[src/rtl/command_issue_queue.sv]
`default_nettype none
// ============================================================================
// Module      : command_issue_queue
// Description : FIFO-buffered issue stage for 12-bit ALU commands
//               ({op[2:0], addr1[2:0], addr2[2:0], addr3[2:0]}).
//               Commands are popped one at a time and presented to the
//               register-file controller. Each issue raises syscall for one
//               cycle, then holds the command stable for its execution
//               window. The stage then waits for ctrl_ready before it
//               issues the next command. CAS (op 3'b111) uses a longer window.
// Ports       : clk, rst_n (sync, active-low)
//               cmd_in/cmd_valid/cmd_ready  - host enqueue side
//               ctrl_ready                  - controller idle/ready
//               command/syscall             - registered issue outputs
//               busy, count, full, empty    - status
//               issued                      - wrapping count of issues
// Revision    : 1.0 - initial release
// ============================================================================
module command_issue_queue #(
  parameter int DEPTH    = 8,
  parameter int CMD_W    = 12,
  parameter int OP_HOLD  = 1,
  parameter int CAS_HOLD = 3
) (
  input  logic                   clk,
  input  logic                   rst_n,
  input  logic [CMD_W-1:0]       cmd_in,
  input  logic                   cmd_valid,
  output logic                   cmd_ready,
  input  logic                   ctrl_ready,
  output logic [CMD_W-1:0]       command,
  output logic                   syscall,
  output logic                   busy,
  output logic [$clog2(DEPTH):0] count,
  output logic                   full,
  output logic                   empty,
  output logic [15:0]            issued
);

  localparam int PTR_W    = $clog2(DEPTH);
  localparam int CNT_W    = PTR_W + 1;
  localparam int MAX_HOLD = (CAS_HOLD > OP_HOLD) ? CAS_HOLD : OP_HOLD;
  localparam int HOLD_W   = $clog2(MAX_HOLD + 1);
  localparam logic [2:0] OP_CAS = 3'b111;

  typedef enum logic [1:0] {
    IDLE     = 2'd0,
    PULSE    = 2'd1,
    HOLD     = 2'd2,
    WAIT_RDY = 2'd3
  } state_t;

  // Storage is deliberately left without a reset; the pointers define validity.
  logic [CMD_W-1:0]  mem_q [DEPTH];

  logic [PTR_W-1:0]  wr_ptr_q, wr_ptr_d;
  logic [PTR_W-1:0]  rd_ptr_q, rd_ptr_d;
  logic [CNT_W-1:0]  count_q, count_d;
  state_t            state_q, state_d;
  logic [CMD_W-1:0]  command_q, command_d;
  logic              syscall_q, syscall_d;
  logic [HOLD_W-1:0] hold_cnt_q, hold_cnt_d;
  logic [15:0]       issued_q, issued_d;

  logic              full_w;
  logic              empty_w;
  logic              push;
  logic              pop;

  // Status comes from the registered count only, so a pop in the same cycle
  // never opens a slot for a push while the queue is full.
  assign full_w  = (count_q == CNT_W'(DEPTH));
  assign empty_w = (count_q == '0);
  assign push    = cmd_valid && !full_w;

  // --------------------------------------------------------------------------
  // Issue FSM: next-state and datapath
  // --------------------------------------------------------------------------
  always_comb begin
    state_d    = state_q;
    command_d  = command_q;
    syscall_d  = 1'b0;
    hold_cnt_d = hold_cnt_q;
    issued_d   = issued_q;
    pop        = 1'b0;

    case (state_q)
      IDLE: begin
        // The head is taken from the registered count, which means a push
        // into an empty queue is seen one cycle later. There is no bypass.
        if (!empty_w && ctrl_ready) begin
          pop       = 1'b1;
          command_d = mem_q[rd_ptr_q];
          syscall_d = 1'b1;
          state_d   = PULSE;
        end
      end
      PULSE: begin
        hold_cnt_d = (command_q[CMD_W-1 -: 3] == OP_CAS) ? HOLD_W'(CAS_HOLD)
                                                         : HOLD_W'(OP_HOLD);
        issued_d   = issued_q + 16'd1;
        state_d    = HOLD;
      end
      HOLD: begin
        hold_cnt_d = hold_cnt_q - HOLD_W'(1);
        if (hold_cnt_q == HOLD_W'(1)) begin
          state_d = WAIT_RDY;
        end
      end
      WAIT_RDY: begin
        if (ctrl_ready) begin
          state_d = IDLE;
        end
      end
      default: begin
        state_d = IDLE;
      end
    endcase
  end

  // --------------------------------------------------------------------------
  // FIFO pointer / occupancy next-state
  // --------------------------------------------------------------------------
  always_comb begin
    wr_ptr_d = wr_ptr_q;
    rd_ptr_d = rd_ptr_q;
    count_d  = count_q;

    // DEPTH is a power of two, so the pointers wrap naturally.
    if (push) begin
      wr_ptr_d = wr_ptr_q + PTR_W'(1);
    end
    if (pop) begin
      rd_ptr_d = rd_ptr_q + PTR_W'(1);
    end

    case ({push, pop})
      2'b10:   count_d = count_q + CNT_W'(1);
      2'b01:   count_d = count_q - CNT_W'(1);
      default: count_d = count_q;
    endcase
  end

  // --------------------------------------------------------------------------
  // Registers
  // --------------------------------------------------------------------------
  always_ff @(posedge clk) begin
    if (push) begin
      mem_q[wr_ptr_q] <= cmd_in;
    end
  end

  always_ff @(posedge clk) begin
    if (!rst_n) begin
      wr_ptr_q   <= '0;
      rd_ptr_q   <= '0;
      count_q    <= '0;
      state_q    <= IDLE;
      command_q  <= '0;
      syscall_q  <= 1'b0;
      hold_cnt_q <= '0;
      issued_q   <= '0;
    end else begin
      wr_ptr_q   <= wr_ptr_d;
      rd_ptr_q   <= rd_ptr_d;
      count_q    <= count_d;
      state_q    <= state_d;
      command_q  <= command_d;
      syscall_q  <= syscall_d;
      hold_cnt_q <= hold_cnt_d;
      issued_q   <= issued_d;
    end
  end

  // --------------------------------------------------------------------------
  // Outputs
  // --------------------------------------------------------------------------
  assign cmd_ready = !full_w;
  assign full      = full_w;
  assign empty     = empty_w;
  assign count     = count_q;
  assign command   = command_q;
  assign syscall   = syscall_q;
  assign busy      = (state_q != IDLE);
  assign issued    = issued_q;

endmodule
`default_nettype wire

[config.mk]
export PLATFORM = sky130hd
export DESIGN_NAME = command_issue_queue
export DESIGN_NICKNAME = d
export VERILOG_FILES = /design/src/rtl/command_issue_queue.sv
export SDC_FILE = /design/constraint.sdc
export NUM_CORES = 1
export LEC_CHECK = 0
export BUFFER_PORTS_ARGS = -buffer_cell sky130_fd_sc_hd__buf_4
export CORE_ASPECT_RATIO = 0.9
export CORE_MARGIN = 4
export CORE_UTILIZATION = 60
export CTS_BUF_LIST = sky130_fd_sc_hd__clkbuf_4 sky130_fd_sc_hd__clkbuf_8 sky130_fd_sc_hd__clkbuf_16
export DETAILED_ROUTE_END_ITERATION = 7
export GPL_TIMING_DRIVEN = 0
export PLACE_DENSITY_LB_ADDON = 0.05
export REMOVE_ABC_BUFFERS = 1
export SLEW_MARGIN = 20
export SYNTH_ARGS = -nofsm -noshare
export SYNTH_HDL_FRONTEND = slang
export SYNTH_SLANG_ARGS = --single-unit
export TNS_END_PERCENT = 100
[constraint.sdc]
create_clock -name clk -period 7.6 [get_ports clk]
set_input_delay 1.52 -clock clk [delete_from_list [all_inputs] [get_ports clk]]
set_output_delay 1.52 -clock clk [all_outputs]
set_load 0.01 [all_outputs]
== Yosys cells after proc, flatten, opt, wreduce, memory -nomap -nowiden ==
Memories as Yosys holds them, arrays and structs flattened. A register that Yosys moved wholly into a read port is not among the register bits.
Index checks and enable logic that the tools add are counted.

* Register bits after elaboration: 31
* Memory bits (writable): 96
* Input bits: 16
* Word-level logic and storage cells: 48
* Memories: 1

* $add $sub $neg: 6
* Equal/unequal tests: 11
* Mux-type cells: 11
* Reductions and logical operators: 12

{| class="wikitable"
|+ Memories
! memory !! words !! width !! read ports !! clocked after Yosys merged registers in !! write ports !! line !! RTL
|-
| mem_q || 8 || 12 || 1 || 1 || 1 || 54 || <nowiki>logic [CMD_W-1:0] mem_q [DEPTH];</nowiki>
|}

{| class="wikitable"
|+ Operator list
! cell !! number
|-
| $add 16x1->16 const B || 1
|-
| $mux 2 || 4
|-
| $pmux 2 s4 || 1
|-
| $pmux 4 s2 || 1
|-
| $add 3x1->3 const B || 2
|-
| $eq 2x1->1 const B || 3
|-
| $eq 2x2->1 const B || 3
|-
| $ne 2x2->1 const B || 3
|-
| $reduce_bool 2->1 || 3
|-
| $add 4x1->4 const B || 1
|-
| $eq 4x4->1 const B || 1
|-
| $logic_not 4->1 || 1
|-
| $mux 1 || 4
|-
| $pmux 2 s2 || 1
|-
| $sub 4x1->4 const B || 1
|-
| $eq 3x3->1 const B || 1
|-
| $logic_not 1->1 || 3
|-
| $reduce_and 3->1 || 1
|-
| $logic_and 1x1->1 || 2
|-
| $logic_not 2->1 || 1
|-
| $reduce_and 2->1 || 1
|-
| $sub 2x1->2 const B || 1
|}

== Depth between registers and ports, before layout ==
Gate-level depths: netlist of run 1.

* Depth in word-level cells: 7
* Depth in mapped cells: 12
* Mapped depth without buffers: 10

== Worst setup path before layout of run 1 ==
Ideal clock, no wire load.

* Path type: input to register
* From: in ctrl_ready
* To: reg count_q[3] (netlist: count[3])
* Arrival time: 3,618 ps
* Required time: 7,528 ps
* Slack: 3,910 ps
* Stages on the path: 10
* Path buffers: 2
* Cells stage by stage: o41a_1 -> and2_1 -> clkbuf_1 -> clkbuf_1 -> ha_1 -> ha_1 -> a21oi_1 -> a21oi_1 -> or4_1 -> a21oi_1

* Longest elaborated chain between the ends: 5

{| class="wikitable"
|+ RTL lines
! item !! line !! RTL
|-
| from (decl) || 30 || <nowiki>input logic ctrl_ready,</nowiki>
|-
| $logic_and 1x1->1 (*) || 91 || <nowiki>if (!empty_w && ctrl_ready) begin</nowiki>
|-
| $mux 1 (*) || 91 ||
|-
| $mux 1 (*) || 87 || <nowiki>case (state_q)</nowiki>
|-
| named net pop || 68 || <nowiki>logic pop;</nowiki>
|-
| $eq 2x1->1 or $eq 2x2->1 (tied branches) || 137 || <nowiki>case ({push, pop})</nowiki>
|-
| $pmux 4 s2 or $reduce_bool 2->1 (tied branches) || n/a ||
|-
| to (signal assigned) || 166 || <nowiki>count_q <= count_d;</nowiki>
|-
| to (decl) || 58 || <nowiki>logic [CNT_W-1:0] count_q, count_d;</nowiki>
|}

Mark *: on every way through the listed nets, which the timed path passes. The rest lies on a longest branch.
A chain may end at the register's enable or synchronous reset.

== Worst setup path after layout of run 1 ==
* From: in ctrl_ready
* To: reg count_q[3] (netlist: count[3])

* Longest elaborated chain between the ends: 5

{| class="wikitable"
|+ RTL lines
! item !! line
|-
| $logic_and 1x1->1 (*) || 91
|-
| $mux 1 (*) || 91
|-
| $mux 1 (*) || 87
|-
| $eq 2x1->1 or $eq 2x2->1 (tied branches) || 137
|-
| $pmux 4 s2 or $reduce_bool 2->1 (tied branches) || n/a
|}

Every way passes the cells marked *; elsewhere a longest branch is shown, timed or not.

==> flow_summary_export.csv, run 1 <==
group,metric,value,unit
global_route,grt_max_degree,28,
drt,initialDrtViolationCount,127,
cells_and_area,area_growth,21.1,%
global_route,grt_overflow,0,
critical_path,endpoint_kind,"register",
sta,hold_viol,0,
synth,syn-instance-count,367,
place,placed_cells,527,
synth,synth.area.top_cells,"edfxtp_1, dfxtp_1, mux4_2, ha_1, nor2_1",
sta,rsz0062_at_grt,"false",
synth,synth-seq-cells,139,
sta,maxSlewHeadroom,45.9,%
place,gp_congestion,0.720,
job,maxCapViolations,0,
worst_hold_path,hold-path-cell-count,1,
clocking,cts_tree,"built",
sta,setup_viol,0,
sta,clock_skew,0.0127,ns
critical_path,arrival,4.01,ns
floorplanning,rows,32,
global_route,antenna_found_initial,0,
drt,drc,0,
place,io_buffers,52,
critical_path,critPathKind,"primary input to register",
cells_and_area,num_antenna_cells,0,
place,dp_slack,3.49,ns
clocking,cts_hold_buf,0,
critical_path,critical_path_required,8.03,ns
floorplanning,dieArea,0.0107,sq mm
synth,synth_top_area_cell,"edfxtp_1",
floorplanning,die_h,98.8,microns
drt,wl_per_cell,19.2,microns
floorplanning,initial_core_util,62.9,%
critical_path,cp_max_fo,15,
power_and_ir_drop,leakagePower,2.36,nW
clocking,clk_path_buf_depth,2,
synth,async_flop_share,0,%
critical_path,reg2reg_depth,8,
critical_path,startpoint_type,"primary input",
sta,finalSetupTns,0,ns
critical_path,worstSetupStartpoint,"ctrl_ready",
worst_hold_path,hold_start,"hold_cnt_q[0]",
synth,syn_area,0.00549,sq mm
power_and_ir_drop,power_density,329,mW/mm^2
clocking,cts_resized,0,
worst_hold_path,min_to,"hold_cnt_q[0]",
synth,yosysUniqueCellTypes,41,
sta,fin_crit_sh,47.2,%
run_status,status,"finished, final reports clean",
clocking,post_cts_buffers,0,
clocking,htreeDepth,4,
sta,tightest_slew,0.811,ns
drt,vias,3204,
clocking,clkSinkCount,139,
synth,synth_ff_type,"edfxtp_1",
clocking,cts_buffers,17,
global_route,grt_pass1_wl,17.6,mm
sta,setup_ws,4.01,ns
floorplanning,io_pins,53,
global_route,grt_usage,22.3,%
sta,fmax,0.279,GHz
drt,firstDrtPassIters,4,
place,hpwl,6.59,mm
clocking,clk_latency,0.52,ns
sta,drv_slew,0,
critical_path,r2r_slack,4.59,ns
cells_and_area,layout.nets,456,
synth,ys_seq_area_share,68.2,%
synth,synth_top_area_share,52.5,%
clocking,path_clk_slew,0.06,ns
cells_and_area,finish.utilization,76.2,%
critical_path,r2r_start,"count[0]",
drt,antenna_left,0,
global_route,grt_pass1_vias,3317,
critical_path,r2r_end,"count[3]",
worst_hold_path,hold_path.class,"register to register",
cells_and_area,fin_cells,559,
floorplanning,core-area,0.00873,sq mm
cells_and_area,drive_gt1_share,29.8,%
synth,synth_edf_count,96,
power_and_ir_drop,peakVddDrop,214,uV
drt,vias_per_cell,5.73,
clocking,root_buffer,"clkbuf_8",
drt,drt-total-wl,10.7,mm
synth,ys_warn_count,0,
floorplanning,die_w,109,microns
sta,timing.final.crit_period,3.59,ns
synth,syn_avg_cell_area,15.0,sq um
-- layout make-up --
cell class	count	area, sq um
well taps	119	149
clock buffers	21	444
repair buffers	59	455
multi-input cells	198	1660
clock inverters	11	148
flip-flops and latches	139	3750
inverters	12	45.0
fillers	534	2080
-- kinds of logic (layout without fill, tap and decap cells) --
| group | after synthesis | after routing | synth area share [%] |
|---|---|---|---|
| flops | 139 | 139 | 68.2 |
| simple gates | 93 | 93 | 8.38 |
| compound gates | 48 | 48 | 5.04 |
| buf+inv | 30 | 103 | 2.21 |
| mux | 27 | 27 | 10.4 |
| xor+xnor | 17 | 17 | 2.71 |
| fa+ha+maj | 13 | 13 | 3.10 |
-- how the worst max path moves through the flow --
stage,end,slack (ns),cells past startpoint
after floorplan,count[3],4.10,8
after global placement,mem_q[0][6],3.05,3
after detailed placement,count[3],3.49,9
after CTS,count[3],4.03,9
after global routing,count[3],3.86,9
final,count[3],4.01,9
-- worst max-delay path: stages --
cell and delay, ns:
buf_4 0.09, o41a_1 0.27, and2_1 0.63, ha_1 0.33, ha_1 0.28, a21oi_1 0.19
a21oi_1 0.10, or4_1 0.46, a21oi_1 0.14
-- per-stage QoR --
step / power [mW] / cell area, sq um / hold slack [ns]
6_report: 2.18 / 6650 / 0.475
5_1_grt: 2.29 / 6650 / 0.498
4_1_cts: 2.20 / 6650 / 0.479
3_5_place_dp: 1.38 / 6060 / 0.468
3_3_place_gp: 1.36 / 5950 / 0.458
2_1_floorplan: 1.20 / 5420 / 0.446
-- where the power goes --
group          internal, mW  switching, mW
Clock                 0.515          0.301
Combinational         0.199          0.217
Sequential            0.887         0.0660
Total                  1.60          0.584
-- registers in the layout, indices dropped and copies added (netlist names) --
register,count
command,12
count,4
hold_cnt_q,2
issued,16
mem_q,96
rd_ptr_q,3
state_q,2
syscall,1
wr_ptr_q,3
-- layout by cell type (no fill, tap or decap), types with 3 or more instances in the layout --
master / netlist / final
ha_1: 12 / 12
dfxtp_1: 43 / 41
nand2_1: 9 / 9
a21oi_1: 13 / 13
xnor2_1: 7 / 7
clkinv_4: 0 / 3
or4_1: 3 / 3
xor2_1: 10 / 10
edfxtp_1: 96 / 96
and3_1: 3 / 3
or3_1: 3 / 3
o22ai_1: 12 / 12
nor4_1: 4 / 3
bufinv_16: 0 / 3
nor3_2: 0 / 4
nand4_1: 4 / 4
inv_1: 11 / 11
mux2i_1: 3 / 3
nand3_1: 10 / 10
clkinv_2: 0 / 3
mux4_2: 24 / 24
clkbuf_4: 0 / 4
buf_4: 1 / 58
o21ai_0: 16 / 16
nand2b_1: 3 / 3
nor2_2: 0 / 3
clkbuf_16: 0 / 16
nor2_1: 40 / 37
-- Yosys cell counts, types with 2 or more instances --
cell type	n
a21oi_1	13
and3_1	3
buf_2	4
clkbuf_1	12
dfxtp_1	43
edfxtp_1	96
ha_1	12
inv_1	11
mux2i_1	3
mux4_2	24
nand2_1	9
nand2b_1	3
nand3_1	10
nand3_2	2
nand4_1	4
nor2_1	40
nor3_1	5
nor4_1	4
o21ai_0	16
o22ai_1	12
o31ai_1	2
or3_1	3
or4_1	3
xnor2_1	7
xor2_1	10
-- per-layer routing --
| layer | global-route usage, % | part of all wire (%) | wire length (microns) | vias to the layer above |
|---|---|---|---|---|
| li1 | - | - | - | 1516 |
| met1 | 27.3 | 41 | 4430 | 1585 |
| met2 | 38.0 | 52 | 5610 | 87 |
| met3 | 5.57 | 5.1 | 550 | 16 |
| met4 | 9.32 | 1.5 | 156 | 0 |
| met5 | 0 | 0 | 0 | - |
No activity file was read; power rests on OpenSTA's default activity.
==> run 2: changes to the inputs <==
--- a/config.mk
+++ b/config.mk
@@ -5,10 +5,11 @@
 export SDC_FILE = /design/constraint.sdc
 export NUM_CORES = 1
 export LEC_CHECK = 0
+export ABC_AREA = 1
 export BUFFER_PORTS_ARGS = -buffer_cell sky130_fd_sc_hd__buf_4
 export CORE_ASPECT_RATIO = 0.9
 export CORE_MARGIN = 4
-export CORE_UTILIZATION = 60
+export CORE_UTILIZATION = 59
 export CTS_BUF_LIST = sky130_fd_sc_hd__clkbuf_4 sky130_fd_sc_hd__clkbuf_8 sky130_fd_sc_hd__clkbuf_16
 export DETAILED_ROUTE_END_ITERATION = 7
 export GPL_TIMING_DRIVEN = 0
==> constraint.sdc (replaced) <==
create_clock -name clk -period 3.6 [get_ports clk]
set_input_delay 0.72 -clock clk [delete_from_list [all_inputs] [get_ports clk]]
set_output_delay 0.72 -clock clk [all_outputs]
set_load 0.01 [all_outputs]
==> run 2 against run 1 <==
Compared with the run above:
- critical path type is now register to register
- count of clock-buffer cells in the layout up 1
- die area grew 12%
- worst hold slack got worse by 0.010 ns
- total power rose by 120%
- cell count up 49%
==> flow_summary_export.csv, run 2 <==
group,metric,value,unit
run_status,status,"finished, final reports clean",
power_and_ir_drop,p_int,3.34,mW
power_and_ir_drop,p_seq_share,41.7,%
power_and_ir_drop,clkPwrFrac,34.5,%
clocking,clkSinkCount,139,
place,hpwl,7.77,mm
critical_path,slowest_stage,"dfxtp_1",
clocking,cts_hold_buf,0,
synth,synthTopCellsByCount,"nand2_1, inv_1, edfxtp_1, nand3_1, dfxtp_1",
sta,finalSetupTns,0,ns
sta,fin_crit_sh,74.5,%
critical_path,critical_path_required,3.91,ns
synth,synth_top_family_by_area,"simple AND/OR/NAND/NOR gates",
synth,synth-seq-cells,139,
cells_and_area,num_antenna_cells,0,
clocking,root_buffer,"clkbuf_16",
sta,maxSlewHeadroom,37.1,%
critical_path,arrival,2.99,ns
clocking,htreeDepth,4,
critical_path,r2r_slack,0.92,ns
critical_path,critPathMostFrequentCell,"nand2_1",
sta,hold_viol,0,
synth,async_flop_share,0,%
cells_and_area,top_register,"mem_q",
critical_path,r2r_end,"count[3]",
sta,tightest_slew,0.937,ns
power_and_ir_drop,peakVddDrop,515,uV
global_route,grt_overflow,0,
power_and_ir_drop,leakagePower,3.05,nW
synth,ys_seq_area_share,61.4,%
synth,yosysMostFrequentCell,"nand2_1",
global_route,grt_usage,22.9,%
power_and_ir_drop,pwr-share-comb,23.8,%
synth,synthXorXnorAreaFrac,1.00,%
power_and_ir_drop,finalPower,4.82,mW
floorplanning,die_h,104,microns
floorplanning,core-area,0.00987,sq mm
clocking,path_clk_slew,0.06,ns
clocking,clk_latency,0.41,ns
place,gp_congestion,0.764,
clocking,cts_resized,0,
sta,fmax,0.373,GHz
drt,drt-total-wl,13.3,mm
floorplanning,dieArea,0.0120,sq mm
critical_path,critPathMaxStageDelay,0.38,ns
worst_hold_path,min_to,"command[0]",
sta,clock_skew,0.00608,ns
power_and_ir_drop,p_sw,1.49,mW
worst_hold_path,hold-path-cell-count,2,
clocking,post_cts_buffers,0,
cells_and_area,area_growth,16.8,%
power_and_ir_drop,p_sw_share,30.8,%
clocking,cts_tree,"built",
drt,vias_per_cell,5.34,
cells_and_area,layout.nets,721,
worst_hold_path,hold_start,"command[0]",
global_route,grt_max_degree,51,
cells_and_area,final_common_cell,"nand2_1",
job,maxCapViolations,0,
floorplanning,die_w,115,microns
floorplanning,rows,34,
clocking,cts_buffers,17,
sta,timing.final.crit_period,2.68,ns
critical_path,reg2reg_depth,12,
drt,vias,4441,
cells_and_area,drive_gt1_share,15.7,%
floorplanning,initial_core_util,61.8,%
drt,initialDrtViolationCount,441,
synth,synth_ff_type,"edfxtp_1",
synth,synth_top_area_cell,"edfxtp_1",
cells_and_area,largest_reg_flops,96,
cells_and_area,fin_cells,831,
power_and_ir_drop,power_density,677,mW/mm^2
sta,drv_slew,0,
sta,rsz0062_at_grt,"false",
cells_and_area,final_cell_mix,"nand2_1, inv_1, edfxtp_1, nand3_1, buf_4",
synth,synth_adder_area_share,2.79,%
critical_path,endpoint_kind,"register",
critical_path,cp_max_fo,18,
cells_and_area,fillCellCount,711,
critical_path,critPathKind,"register to register",
critical_path,crit_chain,"inv_1 > ha_1 > nand3_4 > clkinv_4 > ha_1 > ha_1 > or2_2 > nand2_1 > nand2_1 > nand2_1 > nand2_1 > a21oi_1",
critical_path,r2r_start,"state_q[0]",
synth,syn_avg_cell_area,9.49,sq um
place,io_buffers,52,
sta,setup_viol,0,
floorplanning,io_pins,53,
drt,firstDrtPassIters,5,
worst_hold_path,hold_path.class,"register to register",
critical_path,startpoint_type,"register",
synth,syn_area,0.00610,sq mm
synth,ys_warn_count,0,
global_route,antenna_found_initial,0,
drt,drc,0,
drt,antenna_left,0,
global_route,grt_pass1_vias,4259,
sta,hold_ws,0.464,ns
clocking,clk_path_buf_depth,2,
place,placed_cells,799,
global_route,grt_pass1_wl,21.0,mm
synth,synth.area.mux_share,0,%
synth,syn-instance-count,643,
drt,wl_per_cell,16.0,microns
synth,synth_top_area_share,47.3,%
synth,synth.area.top_cells,"edfxtp_1, dfxtp_1, nand2_1, nand3_1, inv_1",
synth,synth_edf_count,96,
synth,yosysUniqueCellTypes,31,
synth,yosys.area_share.simple,22.2,%
synth,synth_compound_area_share,3.96,%
==> run 2: stage by stage <==
stage / worst slack, ns / instance area [sq um] / util (%)
after floorplan: 1.41 / 5970 / -
after global placement: 0.386 / 6520 / 66.0
after detailed placement: 0.864 / 6560 / 66.5
after CTS: 0.918 / 7130 / 72.2
after global routing: 0.737 / 7130 / 72.2
final: 0.920 / 7130 / 72.2
==> run 2: layout make-up <==
cell class,count,area (sq um),share of cell area (%)
timing repair buffer,53,410,5.76
tap,126,158,2.21
sequential,139,3750,52.6
clock buffer,22,469,6.58
clock inverter,10,98.8,1.39
multi-input combinational,376,1850,25.9
inverter,105,399,5.60
==> run 2: worst max-delay path: cells and delay by family (launching register included) <==
family / cells / cell delay [ns]
flip-flops: 1 / 0.38
AO/OA/AOI/OAI: 1 / 0.12
adder cells (fa/ha/maj): 3 / 0.88
buffers and inverters: 2 / 0.34
AND/OR/NAND/NOR: 6 / 0.83
==> run 2: cell families (layout without fill, tap and decap cells) <==
| kind of cell | Yosys count | after routing |
|---|---|---|
| adder cells (fa/ha/maj) | 13 | 13 |
| AO/OA/AOI/OAI | 47 | 47 |
| AND/OR/NAND/NOR | 309 | 309 |
| flip-flops | 139 | 139 |
| buffers and inverters | 128 | 190 |
| XOR/XNOR | 7 | 7 |
==> run 2: worst max-delay path by stage <==
stage	from	to	slack (ns)	cells past startpoint
2_1_floorplan	ctrl_ready	count[3]	1.41	10
3_3_place_gp	rd_ptr_q[0]	command[10]	0.39	6
3_5_place_dp	ctrl_ready	count[3]	0.86	11
4_1_cts	state_q[0]	count[3]	0.92	12
5_1_grt	state_q[0]	count[3]	0.74	12
6_report	state_q[0]	count[3]	0.92	12
==> run 2: metal layers <==
metal	share of wire, %	routed length, microns	GRT usage, %	vias to the layer above
met4	1.2	162	8.97	0
met1	42	5590	29.0	2109
met3	6.9	920	6.57	18
li1	-	-	-	2177
met2	50	6600	36.9	137
met5	0	0	0	-
==> run 2: power groups by stage <==
stage | clock (mW) | sequential, mW | combinational (mW)
floorplan | 0 | 2.04 | 0.690
global placement | 0 | 2.07 | 1.05
detailed placement | 0 | 2.04 | 1.14
CTS | 1.68 | 2.01 | 1.15
global route | 1.75 | 2.03 | 1.28
finish | 1.66 | 2.01 | 1.15
